$ cat src/rtl/bcd_serial_converter_pkg.sv
// Shared types and constants for the serial binary-to-BCD converter.
package bcd_serial_converter_pkg;

   localparam int unsigned BinWDefault   = 18;
   localparam int unsigned DigitsDefault = 6;

   typedef logic [3:0] bcd_digit_t;

   localparam logic [1:0] StIdle  = 2'd0;
   localparam logic [1:0] StShift = 2'd1;
   localparam logic [1:0] StDone  = 2'd2;

   localparam bcd_digit_t Add3Threshold = 4'd5;

endpackage

$ cat src/rtl/bcd_add3.sv
// Double-dabble nibble corrector: adds 3 to any digit of 5 or more before the shift.
module bcd_add3
   import bcd_serial_converter_pkg::*;
(
   input  bcd_digit_t nibble_i,
   output bcd_digit_t nibble_o
);

   assign nibble_o = (nibble_i >= Add3Threshold) ? nibble_i + 4'd3 : nibble_i;

endmodule

$ cat src/rtl/bcd_serial_converter.sv
// Iterative binary-to-BCD converter, one double-dabble step per clock, with a
// start/busy/done handshake and optional auto-convert when the input changes.
module bcd_serial_converter
   import bcd_serial_converter_pkg::*;
#(
   parameter int unsigned BinW      = BinWDefault,
   parameter int unsigned Digits    = DigitsDefault,
   parameter bit          AutoStart = 1'b0
) (
   input  logic            clk_i,
   input  logic            rst_ni,
   input  logic            start_i,
   input  logic [BinW-1:0] bin_in_i,
   output logic            busy_o,
   output logic            done_o,
   output bcd_digit_t      digit_1_o,
   output bcd_digit_t      digit_2_o,
   output bcd_digit_t      digit_3_o,
   output bcd_digit_t      digit_4_o,
   output bcd_digit_t      digit_5_o,
   output bcd_digit_t      digit_6_o
);

   localparam int unsigned CntW = $clog2(BinW + 1);
   localparam int unsigned ScrW = 4 * Digits;

   logic [1:0]      state_q, state_d;
   logic [CntW-1:0] cnt_q, cnt_d;
   logic [BinW-1:0] bin_q, bin_d;
   logic [BinW-1:0] cap_q, cap_d;
   logic [BinW-1:0] last_q, last_d;
   logic [ScrW-1:0] scr_q, scr_d;
   logic [ScrW-1:0] digits_q, digits_d;
   logic            busy_q, busy_d;
   logic            done_q, done_d;
   logic [ScrW-1:0] adj;
   logic            trigger;

   for (genvar g = 0; g < Digits; g++) begin : g_add3
      bcd_add3 u_add3 (
         .nibble_i (scr_q[4*g +: 4]),
         .nibble_o (adj[4*g +: 4])
      );
   end

   assign trigger = start_i | (AutoStart && (bin_in_i != last_q));

   always_comb begin
      state_d  = state_q;
      cnt_d    = cnt_q;
      bin_d    = bin_q;
      cap_d    = cap_q;
      last_d   = last_q;
      scr_d    = scr_q;
      digits_d = digits_q;
      done_d   = 1'b0;
      unique case (state_q)
         StIdle: begin
            if (trigger) begin
               bin_d   = bin_in_i;
               cap_d   = bin_in_i;
               scr_d   = '0;
               cnt_d   = '0;
               state_d = StShift;
            end
         end
         StShift: begin
            {scr_d, bin_d} = {adj, bin_q} << 1;
            cnt_d          = cnt_q + CntW'(1);
            if (cnt_q == CntW'(BinW - 1)) begin
               state_d = StDone;
            end
         end
         StDone: begin
            // Outputs update only here so partial results never reach the displays.
            digits_d = scr_q;
            last_d   = cap_q;
            done_d   = 1'b1;
            state_d  = StIdle;
         end
         default: state_d = StIdle;
      endcase
      // Busy stays up through the done cycle.
      busy_d = (state_d != StIdle) | done_d;
   end

   always_ff @(posedge clk_i or negedge rst_ni) begin
      if (!rst_ni) begin
         state_q  <= StIdle;
         cnt_q    <= '0;
         bin_q    <= '0;
         cap_q    <= '0;
         last_q   <= '0;
         scr_q    <= '0;
         digits_q <= '0;
         busy_q   <= 1'b0;
         done_q   <= 1'b0;
      end else begin
         state_q  <= state_d;
         cnt_q    <= cnt_d;
         bin_q    <= bin_d;
         cap_q    <= cap_d;
         last_q   <= last_d;
         scr_q    <= scr_d;
         digits_q <= digits_d;
         busy_q   <= busy_d;
         done_q   <= done_d;
      end
   end

   assign busy_o    = busy_q;
   assign done_o    = done_q;
   assign digit_1_o = digits_q[3:0];
   assign digit_2_o = digits_q[7:4];
   assign digit_3_o = digits_q[11:8];
   assign digit_4_o = digits_q[15:12];
   assign digit_5_o = digits_q[19:16];
   assign digit_6_o = digits_q[23:20];

endmodule
$ cat config.mk
export PLATFORM = sky130hd
export DESIGN_NAME = bcd_serial_converter
export DESIGN_NICKNAME = d
export VERILOG_FILES = /design/src/rtl/bcd_serial_converter_pkg.sv /design/src/rtl/bcd_add3.sv /design/src/rtl/bcd_serial_converter.sv
export SDC_FILE = /design/constraint.sdc
export NUM_CORES = 1
export LEC_CHECK = 0
export CAP_MARGIN = 25
export CORE_UTILIZATION = 40
export CTS_CLUSTER_DIAMETER = 150
export CTS_CLUSTER_SIZE = 8
export DETAILED_ROUTE_END_ITERATION = 8
export GPL_TIMING_DRIVEN = 1
export RECOVER_POWER = 100
export SETUP_SLACK_MARGIN = 0.02
export SYNTH_ARGS = -nofsm -noshare
export SYNTH_HDL_FRONTEND = slang
export SYNTH_SLANG_ARGS = --single-unit
export TNS_END_PERCENT = 50
$ cat constraint.sdc
create_clock -name clk_i -period 4 [get_ports clk_i]
set_input_delay 0.8 -clock clk_i [delete_from_list [all_inputs] [get_ports clk_i]]
set_output_delay 0.8 -clock clk_i [all_outputs]
set_load 0.01 [all_outputs]
Word-level counts from Yosys, hierarchy flattened

Cells that the tools add are included.

Word-level logic and storage cells: 45
Register bits: 75
Output and inout bits: 26
Input port bits: 21

$lt $le $gt $ge: 6
Bitwise operators: 1
Reductions and logical operators: 4
Add/subtract/negate cells: 7
Equality and inequality tests: 4
Muxes and demuxes: 16

Operators with widths:

| cell                                                 | count |
|---|---|
| one-hot mux 24 bit (2 select lines)                  | 1 |
| one-hot mux 18 bit (2 select lines)                  | 1 |
| >= comparator 4 x 3 -> 1 bit (second input constant) | 6 |
| two-way mux 24 bit                                   | 1 |
| adder 4 x 2 -> 4 bit (second input constant)         | 5 |
| two-way mux 4 bit                                    | 5 |
| two-way mux 18 bit                                   | 1 |
| one-hot mux 5 bit (2 select lines)                   | 1 |
| adder 5 x 1 -> 5 bit (second input constant)         | 1 |
| equality test 5 bit (second input constant)          | 1 |
| two-way mux 5 bit                                    | 1 |
| two-way mux 2 bit                                    | 2 |
| one-hot mux 2 bit (2 select lines)                   | 1 |
| nonzero test 2 bit                                   | 2 |
| adder 3 x 2 -> 3 bit (second input constant)         | 1 |
| two-way mux 3 bit                                    | 1 |
| equality test 2 x 1 -> 1 bit (second input constant) | 1 |
| equality test 2 bit (second input constant)          | 1 |
| zero test 2 bit                                      | 1 |
| inequality test 2 bit (second input constant)        | 1 |
| AND reduction 2 bit                                  | 1 |
| two-way mux 1 bit                                    | 1 |
| OR 1 bit                                             | 1 |

Longest topological paths before layout

Depth after elaboration: 5
Depth in mapped cells: 6
Mapped depth without buffers: 5

Hierarchy

From an unflattened synthesis, not the netlist that was laid out.

Cells, all modules: 372
Area, all modules: 3851.2 sq um

By module, submodules not included:

| module               | sequential area each (sq um) | cells each | area each (sq um) | times used |
|---|---|---|---|---|
| bcd_serial_converter | 1876.8                       | 276        | 3243.1            | 1 |
| bcd_add3             | 0.0                          | 16         | 101.3             | 6 |

Worst setup path after synthesis

Ideal clock, no wire load.

Path type: input to register
Start: in start_i
End: reg bin_q[10]
Buffers on the path: 2
Slack: 2.523 ns
Stages: 4
Data arrival time: 1.340 ns
Library setup time: 0.137 ns
Required time: 3.863 ns
Cells stage by stage: buf_2 -> buf_2 -> o22ai_1 -> a21oi_1

Cells in the longest elaborated chain, start to end: 2

Ends and longest elaborated chain:

| item                                   | line                        | source |
|---|---|---|
| from (decl)                            | bcd_serial_converter.sv:12  | `input logic start_i,` |
| inequality test 2 bit (no source line) | -                           |  |
| AND reduction 2 bit (no source line)   | -                           |  |
| to (signal assigned)                   | bcd_serial_converter.sv:101 | `bin_q <= bin_d;` |
| to (decl)                              | bcd_serial_converter.sv:29  | `logic [BinW-1:0] bin_q, bin_d;` |

Every way passes these cells.
A chain may end at the register's enable or synchronous reset.

Worst setup path in the final report

Start: in start_i
End: reg cnt_q[2]

Cells in the longest elaborated chain, start to end: 2

Ends and longest elaborated chain:

| item                                   | line                        | source |
|---|---|---|
| inequality test 2 bit (no source line) | -                           |  |
| AND reduction 2 bit (no source line)   | -                           |  |
| to (signal assigned)                   | bcd_serial_converter.sv:100 | `cnt_q <= cnt_d;` |
| to (decl)                              | bcd_serial_converter.sv:28  | `logic [CntW-1:0] cnt_q, cnt_d;` |

Every way passes these cells.

==> results.json <==
{
  "fp.dieW_um": 97.1,
  "cp_num_buf_inv": 1,
  "critPathRequiredTime_ns": 4.23,
  "synth_area_leaders": "dfrtp_1 52%, o22ai_1 6.1%, ha_1 4.8%",
  "async_flop_share_pct": 100,
  "finalWirelength_um": 7510,
  "io_buffers": 46,
  "firstDrtPassIters": 5,
  "crit_fanout": 21,
  "cts_root_buffer": "clkbuf_8",
  "timing.setup.tns_ns": 0,
  "hold_violations": 0,
  "cts_buffers": 9,
  "grt_usage_pct": 17.2,
  "syn_area_um2": 3620,
  "fin_crit_ns": 2.82,
  "dp.cells": 480,
  "synth.distinct_cells": 35,
  "start_util_pct": 41.5,
  "die_height_um": 97.1,
  "vdd_drop_max_v": 0.000250,
  "diodes": 0,
  "synthCells": 345,
  "layout_commonest_cell": "dfrtp_1",
  "rows": 34,
  "design_area_um2": 4210,
  "setup-violations-final": 0,
  "grt_pass1_wl_um": 13000,
  "leakage_nw": 1.88,
  "die_area_um2": 9420,
  "cp-startpoint": "start_i",
  "vias": 2756,
  "clock_sinks": 75,
  "h-tree-depth": 3,
  "cp-end-kind": "flip-flop",
  "critical-path-top-delay-family": "compound AO/OA/AOI/OAI gates",
  "post-route-period-util_pct": 70.6,
  "ctsResizeCount": 0,
  "grt_pass1_vias": 2680,
  "maxSlewViolCount": 0,
  "synth_top_area_share_pct": 51.9,
  "ys_seq_area_share_pct": 51.9,
  "synth-seq-cells": 75,
  "synth_edf_count": 0,
  "area_growth_pct": 16.5,
  "post_drt_via_cell_ratio": 5.56,
  "insertion_delay_ns": 0.34,
  "drc": 0,
  "utilization_pct": 48.3,
  "clockBufferDepth": 2,
  "yosysWarningCount": 0,
  "synth.avg_cell_area_um2": 10.5,
  "yosysTopAreaCell": "dfrtp_1",
  "reg2reg_from": "state_q[1]$_DFF_PN0_",
  "wl_per_cell_um": 15.1,
  "rsz0062_at_grt": "false",
  "antenna_left": 0,
  "dp_hpwl_um": 4840,
  "powerDensity_nw_per_um2": 777,
  "tightest_slew_ns": 1.42,
  "postPlaceCellArea_um2": 4070,
  "drtIter0Drc": 119,
  "slew_headroom_pct": 5.56,
  "status": "finished, final reports clean",
  "dominantRegCellSynth": "dfrtp_1",
  "antenna_found_initial": 0,
  "crit_type": "in2reg",
  "start_kind": "primary input",
  "slowest_stage": "dlygate4sd3_1",
  "core_region_area_um2": 8720,
  "drive_above_1_share_pct": 4.38,
  "tritoncts": "built",
  "hold_buffers": 0,
  "drv_cap": 0,
  "grt_max_degree": 76,
  "fmax_ghz": 0.354,
  "synth_nets": 380,
  "post_cts_buffers": 0,
  "skew_ns": 0.00390,
  "clk_pin_slew_ns": 0.07,
  "io_pins": 47,
  "nets": 419,
  "mostFrequentLayoutCells": "75 x dfrtp_1, 39 x nand2_1, 35 x o22ai_1, 34 x o21ai_0, 27 x dlygate4sd3_1",
  "hold_class": "reg2reg",
  "min_from": "digits_q[0]$_DFFE_PN0P_",
  "grt_overflow": 0,
  "cp.arrival_ns": 3.06,
  "max_stage_delay_ns": 1.04,
  "fin_cells": 496,
  "path_cells": "dlygate4sd3_1, o21ba_1, o21ai_0, a21o_1",
  "gp_congestion": 0.795
}
==> final cells by class <==
cell class	instances	area, um^2
clock buffer	12	145
clock inverter	3	15.0
fill	824	4510
inverter	28	105
multi-input combinational	221	1470
sequential	75	1880
tap	108	135
timing repair buffer	49	467
==> logic make-up (layout without fill, tap and decap cells) <==
| logic type | count (synthesis) | after routing | share of synthesized area [%] |
|---|---|---|---|
| AO/OA/AOI/OAI | 138 | 138 | 26.0 |
| XOR/XNOR | 5 | 5 | 1.21 |
| adder cells (fa/ha/maj) | 14 | 14 | 4.84 |
| buffers and inverters | 49 | 92 | 7.23 |
| flip-flops | 75 | 75 | 51.9 |
| multiplexers | 2 | 2 | 0.554 |
| AND/OR/NAND/NOR | 62 | 62 | 8.30 |
==> sequential cells by signal, summed over array words and instances (netlist names) <==
signal    count
state_q       2
cnt_q         5
digits_q     24
bin_q        18
busy_o        1
scr_q        24
done_o        1
==> where the power goes <==
part           total, mW  switching [mW]  internal [mW]
sequential          1.30           0.228           1.07
combinational       1.47           0.822          0.645
clock              0.505           0.269          0.236
total               3.27            1.32           1.95
==> through the flow <==
step | hold slack (ns) | worst slack, ns | power, mW
after floorplan | 0.439 | 2.52 | 2.44
after global routing | 0.503 | 0.839 | 3.56
after CTS | 0.484 | 1.47 | 3.34
after global placement | 0.461 | 1.11 | 2.77
final | 0.470 | 1.18 | 3.27
after detailed placement | 0.470 | 1.10 | 2.83
==> worst paths after layout <==
| kind | endpoint | slack, ns | cells after the start |
|---|---|---|---|
| max | cnt_q[2]$_DFFE_PN0P_ | 1.18 | 4 |
| min | digits_q[0]$_DFFE_PN0P_ | 0.47 | 2 |
| max reg2reg | cnt_q[2]$_DFFE_PN0P_ | 1.67 | 4 |
| min reg2reg | digits_q[0]$_DFFE_PN0P_ | 0.47 | 2 |
| max in group asynchronous | scr_q[18]$_DFFE_PN0P_ | 1.38 | 2 |
| min in group asynchronous | bin_q[12]$_DFFE_PN0P_ | 0.77 | 1 |
==> cell usage after synthesis (2+ instances only) <==
cell type / number
buf_6: 5
o31ai_1: 3
nand2_1: 39
nand2b_1: 9
o31ai_2: 2
ha_1: 14
o221ai_1: 6
nor2b_1: 6
o32ai_1: 5
inv_1: 26
nand4_1: 2
o21a_1: 6
clkbuf_1: 6
o22ai_1: 35
xnor2_1: 5
buf_4: 5
a21oi_1: 18
o2111ai_1: 12
nor2_1: 2
o211ai_1: 6
buf_2: 4
a32o_1: 7
mux2i_1: 2
clkinv_1: 2
dfrtp_1: 75
o21ai_0: 34
==> tightest hold or removal path, cell delays in order (launching register included) <==
cell	delay [ns]
dfrtp_1	0.34
nand2_1	0.04
o21ai_0	0.05
==> metal layers <==
layer	GRT usage, %	vias up	wire length [um]
met2	26.0	48	3530
met5	0	-	0
li1	-	1338	-
met3	3.02	11	241
met4	7.81	0	130
met1	24.1	1359	3610
(Power assumes the default switching activity.)
